**config.mk**
```make
export PLATFORM = sky130hd
export DESIGN_NAME = pong_vga_renderer
export DESIGN_NICKNAME = d
export VERILOG_FILES = /design/src/rtl/pong_vga_renderer.sv
export SDC_FILE = /design/constraint.sdc
export NUM_CORES = 1
export LEC_CHECK = 0
export ABC_AREA = 1
export CAP_MARGIN = 20
export CORE_ASPECT_RATIO = 0.7
export CORE_MARGIN = 3
export CORE_UTILIZATION = 62
export DETAILED_ROUTE_END_ITERATION = 8
export PLACE_DENSITY = 0.95
export SLEW_MARGIN = 30
export SYNTH_ARGS = -nofsm -noshare
export SYNTH_HDL_FRONTEND = slang
export SYNTH_SLANG_ARGS = --single-unit
```
**constraint.sdc**
```tcl
create_clock -name CLK_100MHz -period 4.62 [get_ports CLK_100MHz]
set_input_delay 0.462 -clock CLK_100MHz [delete_from_list [all_inputs] [get_ports CLK_100MHz]]
set_output_delay 0.462 -clock CLK_100MHz [all_outputs]
set_load 0.05 [all_outputs]
```
**src/rtl/pong_vga_renderer.sv**
```systemverilog
// pong_vga_renderer: scans a VGA raster (640x480@60 Hz by default) from the
// board clock and draws the two Pong paddles, the ball and a dashed centre net.
// Object positions are latched into shadow registers once per frame so that
// nothing tears mid-frame.
//
// Ports:
//   CLK_100MHz          board clock, all logic on rising edge
//   Reset               asynchronous active-low reset
//   PPosition/CPosition paddle top-left, [23:12]=X, [11:0]=Y
//   BPosition           ball top-left, same packing
//   HSync/VSync         active-low sync, registered on the pixel enable
//   Red/Green/Blue      4-bit colour channels, registered with the syncs
//   FrameTick           one-clock pulse on the clock that latches positions
//
// The raster geometry parameters default to standard 640x480 timing.
module pong_vga_renderer #(
    parameter int unsigned CLK_DIV   = 4,
    parameter int unsigned PADDLE_W  = 8,
    parameter int unsigned PADDLE_H  = 64,
    parameter int unsigned BALL_SIZE = 8,
    parameter int unsigned H_ACTIVE  = 640,
    parameter int unsigned H_FRONT   = 16,
    parameter int unsigned H_SYNC    = 96,
    parameter int unsigned H_BACK    = 48,
    parameter int unsigned V_ACTIVE  = 480,
    parameter int unsigned V_FRONT   = 10,
    parameter int unsigned V_SYNC    = 2,
    parameter int unsigned V_BACK    = 33
) (
    input  logic        CLK_100MHz,
    input  logic        Reset,
    input  logic [23:0] PPosition,
    input  logic [23:0] CPosition,
    input  logic [23:0] BPosition,
    output logic        HSync,
    output logic        VSync,
    output logic [3:0]  Red,
    output logic [3:0]  Green,
    output logic [3:0]  Blue,
    output logic        FrameTick
);

    localparam int unsigned H_TOTAL  = H_ACTIVE + H_FRONT + H_SYNC + H_BACK;
    localparam int unsigned V_TOTAL  = V_ACTIVE + V_FRONT + V_SYNC + V_BACK;
    localparam int unsigned H_SYNC_S = H_ACTIVE + H_FRONT;
    localparam int unsigned H_SYNC_E = H_SYNC_S + H_SYNC;
    localparam int unsigned V_SYNC_S = V_ACTIVE + V_FRONT;
    localparam int unsigned V_SYNC_E = V_SYNC_S + V_SYNC;
    localparam int unsigned H_W      = $clog2(H_TOTAL);
    localparam int unsigned V_W      = $clog2(V_TOTAL);
    localparam int unsigned DIV_W    = (CLK_DIV > 1) ? $clog2(CLK_DIV) : 1;
    localparam int unsigned SUM_W    = 13;
    localparam int unsigned NET_L    = H_ACTIVE / 2 - 2;
    localparam int unsigned NET_R    = H_ACTIVE / 2 + 1;

    localparam logic [11:0] COL_BALL   = 12'hFF0;
    localparam logic [11:0] COL_PADDLE = 12'hFFF;
    localparam logic [11:0] COL_NET    = 12'h888;
    localparam logic [11:0] COL_BG     = 12'h000;

    logic [DIV_W-1:0] div_q,        div_d;
    logic [H_W-1:0]   hcnt_q,       hcnt_d;
    logic [V_W-1:0]   vcnt_q,       vcnt_d;
    logic [23:0]      p_shadow_q,   p_shadow_d;
    logic [23:0]      c_shadow_q,   c_shadow_d;
    logic [23:0]      b_shadow_q,   b_shadow_d;
    logic             hsync_q,      hsync_d;
    logic             vsync_q,      vsync_d;
    logic [11:0]      rgb_q,        rgb_d;
    logic             frame_tick_q, frame_tick_d;

    logic pix_en_c;
    logic h_last_c;
    logic v_last_c;
    logic visible_c;
    logic ball_c;
    logic pad_c;
    logic net_c;

    // Rectangle hit test in 13-bit arithmetic so X+W never wraps; objects
    // anchored outside the active area are never drawn.
    function automatic logic obj_hit(
        input logic [23:0]      pos,
        input logic [H_W-1:0]   h,
        input logic [V_W-1:0]   v,
        input logic [SUM_W-1:0] w,
        input logic [SUM_W-1:0] ht
    );
        logic [SUM_W-1:0] x;
        logic [SUM_W-1:0] y;
        logic [SUM_W-1:0] hx;
        logic [SUM_W-1:0] vy;
        x  = SUM_W'(pos[23:12]);
        y  = SUM_W'(pos[11:0]);
        hx = SUM_W'(h);
        vy = SUM_W'(v);
        return (x < SUM_W'(H_ACTIVE)) && (y < SUM_W'(V_ACTIVE)) &&
               (hx >= x) && (hx < x + w) &&
               (vy >= y) && (vy < y + ht);
    endfunction

    // Raster decode from the current counters
    assign pix_en_c  = (div_q == DIV_W'(CLK_DIV - 1));
    assign h_last_c  = (hcnt_q == H_W'(H_TOTAL - 1));
    assign v_last_c  = (vcnt_q == V_W'(V_TOTAL - 1));
    assign visible_c = (hcnt_q < H_W'(H_ACTIVE)) && (vcnt_q < V_W'(V_ACTIVE));
    assign ball_c    = obj_hit(b_shadow_q, hcnt_q, vcnt_q,
                               SUM_W'(BALL_SIZE), SUM_W'(BALL_SIZE));
    assign pad_c     = obj_hit(p_shadow_q, hcnt_q, vcnt_q,
                               SUM_W'(PADDLE_W), SUM_W'(PADDLE_H)) ||
                       obj_hit(c_shadow_q, hcnt_q, vcnt_q,
                               SUM_W'(PADDLE_W), SUM_W'(PADDLE_H));
    // Dashed net: 4 columns at screen centre, 16-line dashes
    assign net_c     = (hcnt_q >= H_W'(NET_L)) && (hcnt_q <= H_W'(NET_R)) &&
                       !vcnt_q[4];

    // Next-state: divider, raster counters, frame latch, registered outputs
    always_comb begin
        div_d        = pix_en_c ? '0 : div_q + DIV_W'(1);
        hcnt_d       = hcnt_q;
        vcnt_d       = vcnt_q;
        p_shadow_d   = p_shadow_q;
        c_shadow_d   = c_shadow_q;
        b_shadow_d   = b_shadow_q;
        hsync_d      = hsync_q;
        vsync_d      = vsync_q;
        rgb_d        = rgb_q;
        frame_tick_d = 1'b0;

        if (pix_en_c) begin
            hcnt_d = h_last_c ? '0 : hcnt_q + H_W'(1);
            if (h_last_c) begin
                vcnt_d = v_last_c ? '0 : vcnt_q + V_W'(1);
            end

            hsync_d = !((hcnt_q >= H_W'(H_SYNC_S)) && (hcnt_q < H_W'(H_SYNC_E)));
            vsync_d = !((vcnt_q >= V_W'(V_SYNC_S)) && (vcnt_q < V_W'(V_SYNC_E)));

            if (!visible_c) begin
                rgb_d = COL_BG;
            end else if (ball_c) begin
                rgb_d = COL_BALL;
            end else if (pad_c) begin
                rgb_d = COL_PADDLE;
            end else if (net_c) begin
                rgb_d = COL_NET;
            end else begin
                rgb_d = COL_BG;
            end

            // Latch on the last pixel of the last visible line, so the whole
            // next frame is drawn from one consistent set of positions.
            if (h_last_c && (vcnt_q == V_W'(V_ACTIVE - 1))) begin
                p_shadow_d   = PPosition;
                c_shadow_d   = CPosition;
                b_shadow_d   = BPosition;
                frame_tick_d = 1'b1;
            end
        end
    end

    // State and output registers
    always_ff @(posedge CLK_100MHz or negedge Reset) begin
        if (!Reset) begin
            div_q        <= '0;
            hcnt_q       <= '0;
            vcnt_q       <= '0;
            p_shadow_q   <= '0;
            c_shadow_q   <= '0;
            b_shadow_q   <= '0;
            hsync_q      <= 1'b1;
            vsync_q      <= 1'b1;
            rgb_q        <= '0;
            frame_tick_q <= 1'b0;
        end else begin
            div_q        <= div_d;
            hcnt_q       <= hcnt_d;
            vcnt_q       <= vcnt_d;
            p_shadow_q   <= p_shadow_d;
            c_shadow_q   <= c_shadow_d;
            b_shadow_q   <= b_shadow_d;
            hsync_q      <= hsync_d;
            vsync_q      <= vsync_d;
            rgb_q        <= rgb_d;
            frame_tick_q <= frame_tick_d;
        end
    end

    assign HSync     = hsync_q;
    assign VSync     = vsync_q;
    assign Red       = rgb_q[11:8];
    assign Green     = rgb_q[7:4];
    assign Blue      = rgb_q[3:0];
    assign FrameTick = frame_tick_q;

endmodule

```
## Word level (Yosys, flattened, before mapping)

Index checks and enable logic that the tools add are counted.

- Reduce and logical (&&, ||, !) cells: 27
- $lt $le $gt $ge: 26
- Mux-type cells: 9
- Equal/unequal tests: 4
- $add $sub $neg: 9

Operator list:

| kind | number |
|---|---|
| $lt A10 B13 Y1 | 6 |
| $ge A10 B12 Y1 | 6 |
| $add A12 B4 Y13 const B | 4 |
| $mux W12 | 4 |
| $lt A12 B10 Y1 const B | 3 |
| $lt A12 B9 Y1 const B | 3 |
| $add A12 B7 Y13 const B | 2 |
| $logic_and A1 B1 Y1 | 21 |
| $add A10 B1 Y10 const B | 2 |
| $eq A10 B10 Y1 const B | 2 |
| $ge A10 B9 Y1 const B | 2 |
| $lt A10 B10 Y1 const B | 2 |
| $lt A10 B9 Y1 const B | 2 |
| $mux W10 | 2 |
| $eq A10 B9 Y1 const B | 1 |
| $ge A10 B10 Y1 const B | 1 |
| $le A10 B9 Y1 const B | 1 |
| $reduce_and A2 Y1 | 2 |
| $logic_not A1 Y1 | 3 |
| $add A2 B1 Y2 const B | 1 |
| $eq A2 B2 Y1 const B | 1 |
| $mux W1 | 2 |
| $mux W2 | 1 |
| $logic_or A1 B1 Y1 | 1 |

- Bits in registers: 109

## Longest topological paths before layout

Gate-level depths: netlist of the first run.

- Depth after elaboration: 10
- Mapped depth: 17

## Worst setup path before layout of the first run

No wires, ideal clock.

- Kind: register -> register
- From: reg c_shadow_q[15]
- To: reg rgb_q[3]
- Data required time: 4.502 ns
- Period minus slack after synthesis: 2.090 ns
- Path slack: 2.530 ns
- Setup time: 0.118 ns
- Buffers on the path: 0
- Arrival: 1.973 ns
- Stages on the path, launching flop included: 18
- Cell sequence: dfrtp_1 > ha_1 > nand2_1 > nor2_1 > nand3_1 > xor2_1 > ha_1 > nand3_1 > nor2_1 > nand2_1 > nand2_1 > nor2_1 > nand2_1 > nand2_1 > nand2_1 > nand2_1 > nand2_1 > nand2_1

- Word-level cells in the longest chain between the ends: 10
- Elaborated cells on any way between the ends: 13
- Classes of those cells: add/sub (1); order compare (3); mux (3); reduce/logical (6)

Ends and longest elaborated chain:

| item | line | text |
|---|---|---|
| from (decl) | 65 | `logic [23:0] c_shadow_q, c_shadow_d;` |
| from (signal assigned) | 180 | `c_shadow_q <= c_shadow_d;` |
| parallel branches: the longest is 3 deep, another holds $add A12 B4 Y13 | -- |  |
| $logic_and A1 B1 Y1 (*) (2 in a row) | 98 | `(hx >= x) && (hx < x + w) &&` |
| $logic_and A1 B1 Y1 (*) | 99 | `(vy >= y) && (vy < y + ht);` |
| $logic_or A1 B1 Y1 (*) | 110 | `SUM_W'(PADDLE_W), SUM_W'(PADDLE_H)) \|\|` |
| $mux W12 (*) | 143 | `end else if (pad_c) begin` |
| $mux W12 (*) | 141 | `end else if (ball_c) begin` |
| $mux W12 (*) | 139 | `if (!visible_c) begin` |
| to (signal assigned) | 184 | `rgb_q <= rgb_d;` |
| to (decl) | 69 | `logic [11:0] rgb_q, rgb_d;` |

Mark *: on every way between the ends.
A chain may end at the register's enable or synchronous reset.

## Worst setup path in the final report of the first run

- From: reg div_q[0]
- To: reg c_shadow_q[21]

- Word-level cells in the longest chain between the ends: 2

Ends and longest elaborated chain:

| item | line | text |
|---|---|---|
| from (decl) | 61 | `logic [DIV_W-1:0] div_q, div_d;` |
| from (signal assigned) | 176 | `div_q <= div_d;` |
| $eq A2 B2 Y1 | 103 | `assign pix_en_c = (div_q == DIV_W'(CLK_DIV - 1));` |
| $reduce_and A2 Y1 (no source line) | -- |  |

No other way between the ends.

==> flow_metrics.tcl, run 1 <==
set metrics [dict create \
    outcome "completed" \
    initial_core_util_pct 64.7 \
    vdd_drop_max_uv 198 \
    synth_top_cell_area_share_pct 32.1 \
    total_power_mw 1.75 \
    power.density_mw_per_mm2 195 \
    ctsResizeCount 0 \
    fmax_mhz 354 \
    critPathSlowestCell "buf_4" \
    synthMuxAreaShare_pct 0 \
    nFillCells 866 \
    seq_area_mm2 0.00253 \
    final_antenna_net_count 0 \
    worstSetupPathType "register to register" \
    row_count 33 \
    ys_seq_area_share_pct 32.8 \
    critPathLaunchType "register" \
    worstRegToRegCells 10 \
    drive_gt1_share_pct 2.57 \
    yosys.area_share.simple_pct 25.9 \
    finalCritPeriodShare_pct 61.1 \
    route.met3.wl_mm 1.67 \
    crit_path_frequent_cell "nand2_2" \
    slowest_delay_ns 0.49 \
    synth_area_leader_cell "dfrtp_1" \
    num_antenna_cells 0 \
    syn2layout_area_growth_pct 15.9 \
    die_area_mm2 0.0139 \
    nNetsFinal 1308 \
    reg2reg_to "c_shadow_q[21]$_DFFE_PN0P_" \
    ioPinCount 89 \
    die_w_um 139 \
    clkSlewWorstSetupHoldPaths_ns 0.07 \
    hold_class "input pin to async pin" \
    multiInputGateArea_mm2 0.00442 \
    critPathCaptureType "register" \
    ys_warn_count 0 \
    drt-pass1-iter-count 6 \
    routed-wl-met2_mm 9.30 \
    postCtsHoldBufs 0 \
    avgSynthCellArea_um2 7.37 \
    via_count 7403 \
    crit_fanout 52 \
    grt_usage_pct 29.2 \
    rsz0062_at_grt "no" \
    ys_types 35 \
    finalSetupViolations 0 \
    min_period_ns 2.82 \
    insertion_delay_ns 0.35 \
    syn-instance-count 1048 \
    fin_util_pct 75.0 \
    r2r_start "div_q[0]$_DFF_PN0_" \
    antenna_found_initial 0 \
    cap_viol_max_count 0 \
    avgRoutedWirePerCell_um 15.8 \
    syn_area_mm2 0.00772 \
    drc 0 \
    relSlewSlack_pct 56.1 \
    synth_nets 1231 \
    synthArstFlopShare_pct 100 \
    gp_congestion 0.924 \
    cp.required_ns 4.89 \
    grt_overflow 0 \
    dp_hpwl_mm 14.7 \
    wl_met1_mm 8.83 \
    drt_first_iter_violations 724 \
    grt_pass1_wl_mm 33.3 \
    reg2reg_slack_ns 1.80 \
    clockRootBuffer "clkbuf_16" \
    worstMarginPinSlew_ns 0.659 \
    port_buffers 88 \
    grt_pass1_vias 7040 \
    synthTopCellsByCount "nand2_1 (268), inv_1 (154), ha_1 (109)" \
    hold_ws_ns 0.109 \
    clockBufferDepth 2 \
    cp.arrival_ns 3.09 \
    synthAdderAreaFrac_pct 17.7 \
    fp.dieH_um 99.4 \
    synth-xor-area-share_pct 3.52 \
    ys_seq_elements 101 \
    htree_levels 3 \
    cts_tree "done" \
    wl_mm 20.3 \
    synthFlopType "dfrtp_1" \
    final.setup.tns_ns 0 \
    grt_max_degree 86 \
    coreArea_mm2 0.0119 \
    synth-compound-area-share_pct 10.1 \
    vias_per_cell 5.75 \
    numCtsBuffers 9 \
    synth_edf_count 0 \
    synth_top_family_by_area "simple AND/OR/NAND/NOR gates" \
    fin_skew_ns 0.00746 \
    leakagePower_nw 4.82 \
    cp_cell_sequence "ha_1 > inv_2 > nor4_2 > nand2_2 > nor2_4 > nand2_2 > nor4_4 > buf_4 > nand2_1 > o21ai_1" \
    cts_setup_buffers 0 \
    finalHoldViolations 0 \
    synthTopCellsByArea "dfrtp_1 (32%), ha_1 (18%), nand2_1 (13%), inv_1 (7.5%), nand3_1 (4.5%)" \
    clock_sinks 101 \
    final_max_slew_viol_count 0 \
    yosysMostFrequentCell "nand2_1" \
    dr.max_layer_used "met4" \
]
-- power breakdown --
group | total (mW) | switching [mW] | internal [mW]
Combinational | 0.0811 | 0.0270 | 0.0541
Clock | 0.784 | 0.350 | 0.433
Sequential | 0.884 | 0 | 0.884
Total | 1.75 | 0.377 | 1.37
-- placed cells by master, fill, tap and decap left out, drive strengths merged, types with 15 or more instances in the layout --
cell type	instances
nand2	270
nand3	69
clkdlybuf4s50	87
dfrtp	99
nor2	84
ha	109
inv	156
nand4	15
o21ai	93
a21oi	48
xor2	24
nor3	27
-- flip-flops by register name, summed over array words and instances (netlist names) --
name / count
b_shadow_q: 24
c_shadow_q: 24
p_shadow_q: 24
hcnt_q: 10
vcnt_q: 10
rgb_q: 4
div_q: 2
FrameTick: 1
HSync: 1
VSync: 1
-- worst max-delay path, delay by kind of cell (launching register included) --
family / cells / cell delay (ns)
buffers and inverters: 2 / 0.68
DFF: 1 / 0.37
and+or+nand+nor: 6 / 1.09
adders and majority gates: 1 / 0.46
AOI/OAI and AO/OA: 1 / 0.11
-- routing by layer --
| metal | track usage [%] | up-vias |
|---|---|---|
| li1 | - | 3546 |
| met1 | 40.2 | 3414 |
| met2 | 47.0 | 380 |
| met3 | 5.43 | 63 |
| met4 | 9.62 | 0 |
| met5 | 0 | - |
-- worst max-delay path by stage --
stage,from,to,slack [ns],cells after the start
finish,div_q[0]$_DFF_PN0_,c_shadow_q[21]$_DFFE_PN0P_,1.80,10
global route,div_q[0]$_DFF_PN0_,p_shadow_q[22]$_DFFE_PN0P_,1.63,10
CTS,div_q[0]$_DFF_PN0_,c_shadow_q[21]$_DFFE_PN0P_,1.87,10
detailed placement,div_q[0]$_DFF_PN0_,c_shadow_q[21]$_DFFE_PN0P_,1.93,10
global placement,div_q[0]$_DFF_PN0_,c_shadow_q[11]$_DFFE_PN0P_,2.17,10
floorplan,c_shadow_q[15]$_DFFE_PN0P_,rgb_q[3]$_DFFE_PN0P_,2.53,17
-- layout make-up --
type                            instances  area share, %
Clock buffer                           10           2.67
Clock inverter                          6          0.699
Inverter                              156           6.54
Multi-Input combinational cell        766           49.4
Sequential cell                       101           28.3
Tap cell                              157           2.19
Timing Repair Buffer                   91           10.2
-- cell families after synthesis --
family,after synthesis
fa+ha+maj,109
xor+xnor,31
buf+inv,181
compound gates,151
simple gates,475
flops,101
-- stage by stage --
stage | setup WS, ns | instances | instance area (um2)
floorplan | 2.53 | 1048 | 7720
global placement | 2.17 | 1271 | 8640
detailed placement | 1.93 | 1271 | 8640
CTS | 1.87 | 1287 | 8950
global route | 1.63 | 1287 | 8950
finish | 1.80 | 1287 | 8950
(Power assumes the default switching activity.)
==> run 2: changes to the inputs <==
- CORE_UTILIZATION: 62 -> 52
- PLACE_DENSITY: 0.95 -> 0.9
- clock period: 4.62 -> 2.5 ns (I/O delays scaled with it)
==> flow_metrics.tcl, run 2 (synthesized netlist as in run 1, its figures left out) <==
set metrics [dict create \
    slowest_delay_ns 0.43 \
    relSlewSlack_pct 62.5 \
    hold_class "input pin to async pin" \
    fp.dieH_um 108 \
    drive_gt1_share_pct 4.79 \
    min_period_ns 2.34 \
    worstMarginPinSlew_ns 0.562 \
    die_w_um 152 \
    finalHoldViolations 0 \
    rsz0062_at_grt "no" \
    wl_mm 19.8 \
    syn2layout_area_growth_pct 19.5 \
    crit_fanout 5 \
    antenna_found_initial 0 \
    grt_pass1_wl_mm 32.9 \
    clock_sinks 101 \
    final_cells 1339 \
    final_antenna_net_count 0 \
    critPathLaunchType "register" \
    leakagePower_nw 4.95 \
    final_max_slew_viol_count 0 \
    outcome "completed" \
    row_count 36 \
    grt_pass1_vias 6928 \
    clkSlewWorstSetupHoldPaths_ns 0.07 \
    coreArea_mm2 0.0142 \
    nNetsFinal 1327 \
    grt_usage_pct 25.0 \
    final.setup.tns_ns 0 \
    die_area_mm2 0.0164 \
    avgRoutedWirePerCell_um 14.8 \
    critPathSlowestCell "dfrtp_1" \
    power.density_mw_per_mm2 355 \
    place_area_mm2 0.00887 \
    cts_setup_buffers 0 \
    layout_commonest_cell "nand2_1" \
    pwr-share-comb_pct 4.6 \
    fin_area_mm2 0.00923 \
    drt_first_iter_violations 592 \
    cp_num_buf_inv 0 \
    p_clk_share_pct 45.6 \
    cp.required_ns 2.75 \
    grt_max_degree 56 \
    finalCritPeriodShare_pct 93.4 \
    p_int_mw 2.60 \
    vias_per_cell 5.41 \
    vdd_drop_max_uv 286 \
    fin_skew_ns 0.00871 \
    htree_levels 3 \
    dp_hpwl_mm 15.0 \
    startpoint "c_shadow_q[15]$_DFFE_PN0P_" \
    worstSetupPathType "register to register" \
    cp.arrival_ns 2.59 \
    ioPinCount 89 \
    power_switching_uw 682 \
    via_count 7238 \
    numCtsBuffers 9 \
    place_inst 1322 \
    r2r_start "c_shadow_q[15]$_DFFE_PN0P_" \
    cp_cell_sequence "ha_2 > nand2_1 > nor2_4 > nand3_1 > xor2_1 > ha_1 > nand3_1 > nor2_1 > nand2_1 > nand2_1 > nor2_1 > nand2_1 > nand2_1 > nand2_1 > nand2_1 > nand2_1 > nand2_1" \
    fmax_mhz 428 \
    path_delay_family "simple AND/OR/NAND/NOR gates" \
    critPathCaptureType "register" \
    drc 0 \
    sequentialPowerShare_pct 49.8 \
    finalSetupViolations 0 \
    netSwitchingFraction_pct 20.8 \
    port_buffers 88 \
    cap_viol_max_count 0 \
    clockBufferDepth 2 \
    drt-pass1-iter-count 6 \
    grt_overflow 0 \
    hold_ws_ns 0.277 \
    initial_core_util_pct 54.3 \
    reg_top3 "b_shadow_q x24, c_shadow_q x24, p_shadow_q x24" \
    num_antenna_cells 0 \
    gp_congestion 0.929 \
    insertion_delay_ns 0.35 \
    layout_common_cells "nand2_1 (267), inv_1 (154), ha_1 (108)" \
    cts_tree "done" \
    crit_path_frequent_cell "nand2_1" \
    clockRootBuffer "clkbuf_16" \
]
==> run 2: cell count changes in the layout (fill, tap and decap cells not counted), sizes merged <==
cell / before / now
buf: 4 / 22
clkbuf: 10 / 13
clkinvlp: 3 / 0
dlygate4sd3: 0 / 1
==> run 2: final timing paths <==
path	endpoint	slack (ns)	cells past startpoint
hold / removal	c_shadow_q[9]$_DFFE_PN0P_	0.28	2
setup reg to reg	rgb_q[3]$_DFFE_PN0P_	0.16	17
max in group asynchronous	HSync$_DFFE_PN1P_	1.52	3
min in group CLK_100MHz	p_shadow_q[0]$_DFFE_PN0P_	0.43	3
hold reg to reg	div_q[0]$_DFF_PN0_	0.47	1
setup / recovery	rgb_q[3]$_DFFE_PN0P_	0.16	17
==> run 2: final cells by class <==
| type | instances | area, um2 |
|---|---|---|
| tap | 190 | 238 |
| clock buffer | 13 | 270 |
| timing repair buffer | 110 | 1110 |
| clock inverter | 3 | 43.8 |
| sequential | 101 | 2530 |
| inverter | 156 | 586 |
| fill | 1220 | 5010 |
| multi-input combinational | 766 | 4450 |
==> run 2: per-layer routing <==
layer	global-route usage [%]	share of wire, %	up-vias
li1	-	-	3603
met1	35.4	46	3295
met2	39.0	44	307
met3	5.24	8.1	33
met4	7.12	1.9	0
met5	0	0	-
==> run 2: through the flow <==
step	utilization (%)	setup WS, ns	total power, mW
final	64.8	0.164	3.28
after CTS	64.6	0.0951	3.30
after floorplan	-	0.410	1.67
after detailed placement	62.3	0.0998	1.82
after global routing	64.8	0.00198	3.37
after global placement	62.3	0.210	1.82
==> run 2: what timing repair did <==
item                                    CTS  global route
resized for setup                         0            10
endpoints found under the hold margin    12             0
endpoints found under the setup margin    0            17
hold buffers                              1             0
==> run 2: power groups by stage <==
stage          Clock, mW  Combinational [mW]  Sequential, mW
2_1_floorplan          0          0.00000247            1.67
3_3_place_gp           0               0.152            1.66
3_5_place_dp           0               0.153            1.66
4_1_cts             1.51               0.155            1.63
5_1_grt             1.57               0.166            1.63
6_report            1.49               0.152            1.63
